<file path="config.mk">
export PLATFORM = sky130hd
export DESIGN_NAME = hazard_ctrl
export DESIGN_NICKNAME = d
export VERILOG_FILES = /design/src/rtl/hazard_ctrl.sv
export SDC_FILE = /design/constraint.sdc
export NUM_CORES = 1
export LEC_CHECK = 0
export ABC_AREA = 1
export ABC_CLOCK_PERIOD_IN_PS = 2100
export CORE_MARGIN = 8
export CORE_UTILIZATION = 45
export CTS_CLUSTER_SIZE = 20
export DETAILED_ROUTE_END_ITERATION = 8
export PLACE_DENSITY = 0.84
export SETUP_SLACK_MARGIN = 0.15
export SLEW_MARGIN = 25
export SYNTH_ARGS = -nofsm -noshare
export SYNTH_HDL_FRONTEND = slang
export SYNTH_SLANG_ARGS = --single-unit
</file>
<file path="constraint.sdc">
create_clock -name clk -period 2.1 [get_ports clk]
set_clock_uncertainty 0.15 [all_clocks]
set_input_delay 0.42 -clock clk [delete_from_list [all_inputs] [get_ports clk]]
set_output_delay 0.42 -clock clk [all_outputs]
set_load 0.01 [all_outputs]
</file>
<file path="src/rtl/hazard_ctrl.sv">
// Register scoreboard and issue controller at the ID->EX boundary: one reservation
// bit per register, issue/stall decision, stall statistics and sticky debug flags.
module hazard_ctrl #(
    parameter int NREG        = 16,
    parameter int NW          = 4,
    parameter int STALL_LIMIT = 255
) (
    input  logic            clk,
    input  logic            rst,
    input  logic            id_v_i,
    input  logic [NW-1:0]   id_rd_name_i,
    input  logic [NW-1:0]   id_rs_name_i,
    input  logic            id_use_rd_i,
    input  logic            id_use_rs_i,
    input  logic            id_wb_i,
    input  logic            ex_ready_i,
    input  logic            flush_i,
    input  logic            wb_i,
    input  logic [NW-1:0]   wb_rd_name_i,
    output logic            issue_o,
    output logic            stall_idif_o,
    output logic [NREG-1:0] reserved_o,
    output logic            busy_o,
    output logic [15:0]     stall_cnt_o,
    output logic            err_o,
    output logic            deadlock_o
);

    logic [NREG-1:0] res;
    logic [15:0]     stall_cnt;
    logic [15:0]     run_cnt;
    logic            err;
    logic            dead;

    logic            hazard;
    logic [NREG-1:0] set_mask;
    logic [NREG-1:0] clr_mask;
    logic            bad_release;

    function automatic logic [15:0] sat_inc16(input logic [15:0] v);
        return (v == 16'hFFFF) ? v : v + 16'd1;
    endfunction

    // Last term blocks a second writer to a register that is still outstanding (WAW).
    always_comb begin
        hazard = id_v_i & ((id_use_rd_i & res[id_rd_name_i]) |
                           (id_use_rs_i & res[id_rs_name_i]) |
                           (id_wb_i     & res[id_rd_name_i]));
        issue_o      = id_v_i & ~hazard & ex_ready_i & ~flush_i;
        stall_idif_o = id_v_i & ~issue_o & ~flush_i;
    end

    always_comb begin
        set_mask = '0;
        clr_mask = '0;
        if (issue_o && id_wb_i) set_mask[id_rd_name_i] = 1'b1;
        if (wb_i)               clr_mask[wb_rd_name_i] = 1'b1;
        bad_release = wb_i & ~res[wb_rd_name_i] & ~set_mask[wb_rd_name_i];
    end

    always_ff @(posedge clk or posedge rst) begin
        if (rst) begin
            res       <= '0;
            stall_cnt <= '0;
            run_cnt   <= '0;
            err       <= 1'b0;
            dead      <= 1'b0;
        end else begin
            // Set is applied after clear so a same-cycle set wins.
            res <= (res & ~clr_mask) | set_mask;
            if (bad_release) err <= 1'b1;
            if (stall_idif_o) begin
                stall_cnt <= sat_inc16(stall_cnt);
                run_cnt   <= sat_inc16(run_cnt);
                if ({1'b0, run_cnt} + 17'd1 >= 17'(STALL_LIMIT)) dead <= 1'b1;
            end else begin
                run_cnt <= '0;
            end
        end
    end

    assign reserved_o  = res;
    assign busy_o      = |res;
    assign stall_cnt_o = stall_cnt;
    assign err_o       = err;
    assign deadlock_o  = dead;

endmodule

</file>
* After elaboration in Yosys (flattened, before gate mapping)
Index checks and enable logic that the tools add are counted. W data, S select, Z words.
Word-level totals: bits in registers 50, latch bits 0, RAM bits 0, ROM bits 0, input bits 21, output and inout bits 37, logic and storage cells 61, memories kept 0
Cells by class: $add $sub $neg 3, multiply operators 0, divide/modulo/power cells 0, $lt $le $gt $ge 6, equality and inequality tests 3, shift operators 0, mux-type cells 16, bitwise operators 22, reductions and logical operators 6
Operators by type and width (count):
- $mux W16 | 4
- $add A16 B1 Y16 const B | 2
- $eq A16 B16 Y1 const B | 2
- $add A16 B1 Y17 const B | 1
- $ge A17 B8 Y1 const B | 1
- $and A16 B16 Y16 | 1
- $bmux W1 S4 | 4
- $not A16 Y16 | 1
- $or A16 B16 Y16 | 1
- $reduce_or A16 Y1 | 1
- $lt A4 B5 Y1 const B | 3
- $and A1 B1 Y1 | 11
- $demux W1 S4 | 2
- $ge A4 B1 Y1 const B | 2
- $mux W1 | 6
- $not A1 Y1 | 6
- $reduce_and A2 Y1 | 2
- $logic_and A1 B1 Y1 | 3
- $ne A2 B2 Y1 const B | 1
- $or A1 B1 Y1 | 2

* Depth between registers and ports, before layout
depth after elaboration 16, gate-level depth with buffers 18, gate-level depth less buffers 17

* Least setup slack after synthesis
Ideal clock, no wire load.
kind input -> register, start in id_rs_name_i[0], end reg stall_cnt[15] (netlist: stall_cnt_o[15]), library setup time 124 ps, data arrival time 1867 ps, data required time 1826 ps, slack -41 ps, stages 17, buffers on the path 1, cells stage by stage buf_4 > inv_2 > nand2_1 > nand3_1 > nand3_1 > nand3_1 > nand2_1 > nand2_2 > nand3_4 > nand2_4 > inv_6 > nand2_8 > clkinv_4 > nand2_4 > nor2_4 > nand4_1 > xor2_1
On the way: cells in the longest elaborated chain, start to end 14
Ends and longest elaborated chain:
- from (decl) | line 12 | input logic [NW-1:0] id_rs_name_i,
- $bmux W1 S4 | line 47 | (id_use_rs_i & res[id_rs_name_i]) |
- $mux W1 (implied by the code) | line 47
- $and A1 B1 Y1 | line 47
- $or A1 B1 Y1 | line 46 | hazard = id_v_i & ((id_use_rd_i & res[id_rd_name_i]) |
- $or A1 B1 Y1 | line 47
- $and A1 B1 Y1 | line 46
- $not A1 Y1 | line 49 | issue_o = id_v_i & ~hazard & ex_ready_i & ~flush_i;
- $and A1 B1 Y1 (3 in a row) | line 49
- $not A1 Y1 | line 50 | stall_idif_o = id_v_i & ~issue_o & ~flush_i;
- $and A1 B1 Y1 (2 in a row) | line 50
- named net stall_idif_o | line 21 | output logic stall_idif_o,
- $reduce_and A2 Y1 (no line)
- to (signal assigned) | line 73 | stall_cnt <= sat_inc16(stall_cnt);
- to (decl) | line 30 | logic [15:0] stall_cnt;
The timed path passes the listed nets, and every way through them passes these cells. The select of a mux whose other input is x is not followed. A chain may end at the register's enable or synchronous reset.

* Worst setup path in the final report
start reg res[6] (netlist: reserved_o[6]), end reg err (netlist: err_o)
On the way: cells in the longest elaborated chain, start to end 16, elaborated cells on any way between the ends 24, those cells by class mux: 9; bitwise: 14; reduce/logical: 1
Ends and longest elaborated chain:
- from (decl) | line 29 | logic [NREG-1:0] res;
- from (signal assigned) | line 70 | res <= (res & ~clr_mask) | set_mask;
- $bmux W1 S4, on equally long branches | line 46, 48, 47
- $mux W1, on equally long branches | line 46, 48, 47
- $and A1 B1 Y1, on equally long branches | line 46, 47
- $or A1 B1 Y1 | line 46
- $or A1 B1 Y1 | line 47
- $and A1 B1 Y1 | line 46
- $not A1 Y1 | line 49
- $and A1 B1 Y1 (3 in a row) | line 49
- $logic_and A1 B1 Y1 | line 56 | if (issue_o && id_wb_i) set_mask[id_rd_name_i] = 1'b1;
- $mux W16 | line 56
- $bmux W1 S4 | line 58 | bad_release = wb_i & ~res[wb_rd_name_i] & ~set_mask[wb_rd_name_i];
- $mux W1 (implied by the code) | line 58
- $not A1 Y1 | line 58
- $and A1 B1 Y1 * | line 58
- to (signal assigned) | line 66 | err <= 1'b0;
- to (signal assigned) | line 71 | if (bad_release) err <= 1'b1;
- to (decl) | line 32 | logic err;
Every way passes the cells marked *; elsewhere a longest branch is shown, timed or not. The select of a mux whose other input is x is not followed.

==> run_results.csv <==
group,metric,value,unit
setup_path,path_class,"reg -> reg",
drt,ant_nets,0,
sta,fin_setup_tns,-11.18,ns
floorplanning,num_rows,31,
sta,post-route-period-util,122,%
final_layout,nFillCells,385,
setup_path,critPathSlowestCell,"dfrtp_1",
yosys,yosys_register_bits,50,
yosys,netlist-cell-type-count,38,
sta,whs,0.324,ns
yosys,synthAdderAreaFrac,1.13,%
setup_path,path_max_fanout,7,
final_layout,antenna_cells,0,
setup_path,critical_path_arrival,2.64,ns
cts,htree_levels,2,
final_layout,final_core_util,80.3,%
yosys,yosysSeqAreaShare,37.8,%
setup_path,path_buf_inv,1,
setup_path,critPathTopFamily,"simple AND/OR/NAND/NOR gates",
yosys,syn_nets,490,
sta,maxSlewHeadroom,69.0,%
yosys,synthSimpleGateAreaFrac,36.1,%
drt,first_pass_iters,9,
sta,worst_slack,-0.468,ns
setup_path,cp-end-kind,"flip-flop",
placement,gp_congestion,1.00,
sta,finalHoldViolCount,0,
grt,overflow,0,
floorplanning,coreArea,0.00718,sq mm
yosys,synthArstFlopShare,100,%
yosys,synth_edf_count,0,
sta,worstMarginPinSlew,0.461,ns
placement,portBuffers,57,
worst_hold_path,worstHoldPathType,"in -> async",
yosys,syn_avg_cell_area,7.11,sq um
yosys,synth_top_family_by_area,"simple AND/OR/NAND/NOR gates",
setup_path,cp-start-kind,"flip-flop",
power,power,3.04,mW
outcome,outcome,"finished with violations",
final_layout,regArea,0.00127,sq mm
sta,period_minus_slack,2.57,ns
cts,clk_path_buf_depth,2,
final_layout,multiInputGateArea,0.00223,sq mm
final_layout,syn2layout_area_growth,74.0,%
floorplanning,die_h,102,um
yosys,yosys-mux-area-fraction,0,%
cts,cts_hold_buf,0,
floorplanning,die_x,102,um
final_layout,drive_gt1_share,42.3,%
outcome,violations,"negative setup slack",
power,peakVddDrop,599,uV
yosys,synth_xor_area_share,7.66,%
drt,drc,0,
placement,hpwl,8290,um
cts,cts_buffers,5,
power,power_leakage,2.93,nW
drt,routed_wl,16000,um
placement,pre_cts_ws,-0.844,ns
sta,fmax,389,MHz
final_layout,fin_nets,678,
run,maxCapViolations,0,
drt,vias_per_cell,6.03,
setup_path,cp_cell_sequence,"nand2_1 -> nand2_1 -> nand2_1 -> nand2_1 -> nand2_2 -> nand2_2 -> o21bai_4 -> nand3_4 -> buf_6 -> nor2_8 -> nand4_1 -> nand2_1 -> nor2_1 -> nor2_1 -> nor2_1 -> nand2_1 -> nand2_1",
sta,slew_violations,0,
setup_path,required,2.18,ns
drt,drt_iter0_markers,844,
cts,clock_sinks,50,
floorplanning,io_pins,58,
grt,grt_antenna_before_repair,0,
power,powerDensity,527,mW/mm^2
yosys,synthCells,466,
grt,grt_pass1_wl,21000,um
final_layout,mostFrequentLayoutCell,"buf_4",
grt,grtUsageTotal,25.8,%
cts,clk_pin_slew,0.13,ns
setup_path,r2r_start,"reserved_o[6]",
grt,grt_max_degree,51,
final_layout,layout_common_cells,"buf_4, nand2_1, inv_1",
drt,via_count,4549,
cts,cts_tree,"done",
yosys,netlist_area,0.00331,sq mm
setup_path,slowest_delay,0.46,ns
drt,wire_per_inst,21.2,um
setup_path,startpoint,"reserved_o[6]",
floorplanning,dieArea,0.0104,sq mm
yosys,yosysWarnings,0,
yosys,ys.flop_type,"dfrtp_1",
sta,rsz0062_at_grt,"true",
yosys,synth_compound_gate_area_share,7.55,%
cts,insertion_delay,0.34,ns
floorplanning,initial_utilization,46.2,%
setup_path,cp_common_cell,"nand2_1",
cts,cts-root-buf,"clkbuf_8",
grt,grt_pass1_vias,4348,
sta,setup_viol_count_final,52,
==> cells by family after synthesis <==
kind of cell	count (synthesis)
AND/OR/NAND/NOR	262
buffers and inverters	79
flip-flops	50
AO/OA/AOI/OAI	43
XOR/XNOR	29
adder cells (fa/ha/maj)	3
==> cell type report <==
class,instances,area share (%)
Multi-Input combinational cell,338,38.8
Timing Repair Buffer,188,29.9
Sequential cell,50,22.0
Inverter,71,5.16
Tap cell,99,2.15
Clock buffer,6,1.43
Clock inverter,2,0.673
==> layer usage <==
layer  track usage (%)  wire [um]  vias up  share of wire (%)
met4              12.8       1150        0                7.2
li1                  -          -     1852                  -
met3              5.25       1900      154                 12
met5                 0          0        -                  0
met1              28.5       5450     2145                 34
met2              46.1       7520      398                 47
==> worst register-to-register path, cell delays in order, from the launching register on <==
cell	delay, ns
dfrtp_1	0.46
nand2_1	0.10
nand2_1	0.11
nand2_1	0.13
nand2_1	0.10
nand2_2	0.08
nand2_2	0.09
o21bai_4	0.17
nand3_4	0.13
buf_6	0.17
nor2_8	0.15
nand4_1	0.11
nand2_1	0.12
nor2_1	0.05
nor2_1	0.16
nor2_1	0.08
nand2_1	0.07
nand2_1	0.04
==> report_power, final <==
| group | leakage (nW) | total, mW | switching, mW | internal, mW |
|---|---|---|---|---|
| clock network | 0.0618 | 0.790 | 0.396 | 0.394 |
| registers | 0.648 | 1.17 | 0.122 | 1.05 |
| logic | 2.22 | 1.08 | 0.555 | 0.521 |
| total | 2.93 | 3.04 | 1.07 | 1.97 |
==> synth_stat cells, types with 3 or more instances <==
master    count  share of area, %
o21ai_0      15               2.3
nor3_2        4               1.2
xor2_1       16               4.2
dfrtp_1      50                38
nand4_1      15               2.8
ha_1          3               1.1
xnor2_1      13               3.4
nand3_1      37               5.6
inv_1        66               7.5
a21oi_1      13               2.0
nand2_1     130                15
nor4_1        5              0.94
o31ai_1       3              0.68
clkbuf_1      4              0.45
o22ai_1       4              0.75
nor3_1        3              0.45
nor2_1       56               6.3
==> flip-flops by register name (all words and copies together), names as in the netlist <==
signal	flops
err_o	1
deadlock_o	1
reserved_o	16
run_cnt	16
stall_cnt_o	16
==> stage by stage <==
step                      cell area [sq um]  std cells
after floorplan                        3380        466
after global placement                 4730        708
after detailed placement               4730        708
after CTS                              5380        748
after global routing                   5770        754
final                                  5770        754
==> path summary, 6_finish.rpt <==
check | slack (ns) | end | cells after the start
worst max-delay path | -0.47 | err_o | 17
worst min-delay path | 0.32 | run_cnt[4] | 3
worst max register to register | -0.47 | err_o | 17
worst min register to register | 0.33 | err_o | 2
max in group asynchronous | 1.19 | reserved_o[10] | 3
min in group clk | 0.33 | err_o | 2
==> timing repair <==
item | in CTS | in global routing
setup endpoints to repair | 68 | 59
setup buffers | 29 | 6
pin swaps | 30 | 36
resized for setup | 111 | 95
cloned | 3 | 0
Note: power is estimated with default switching activity, not from simulation.
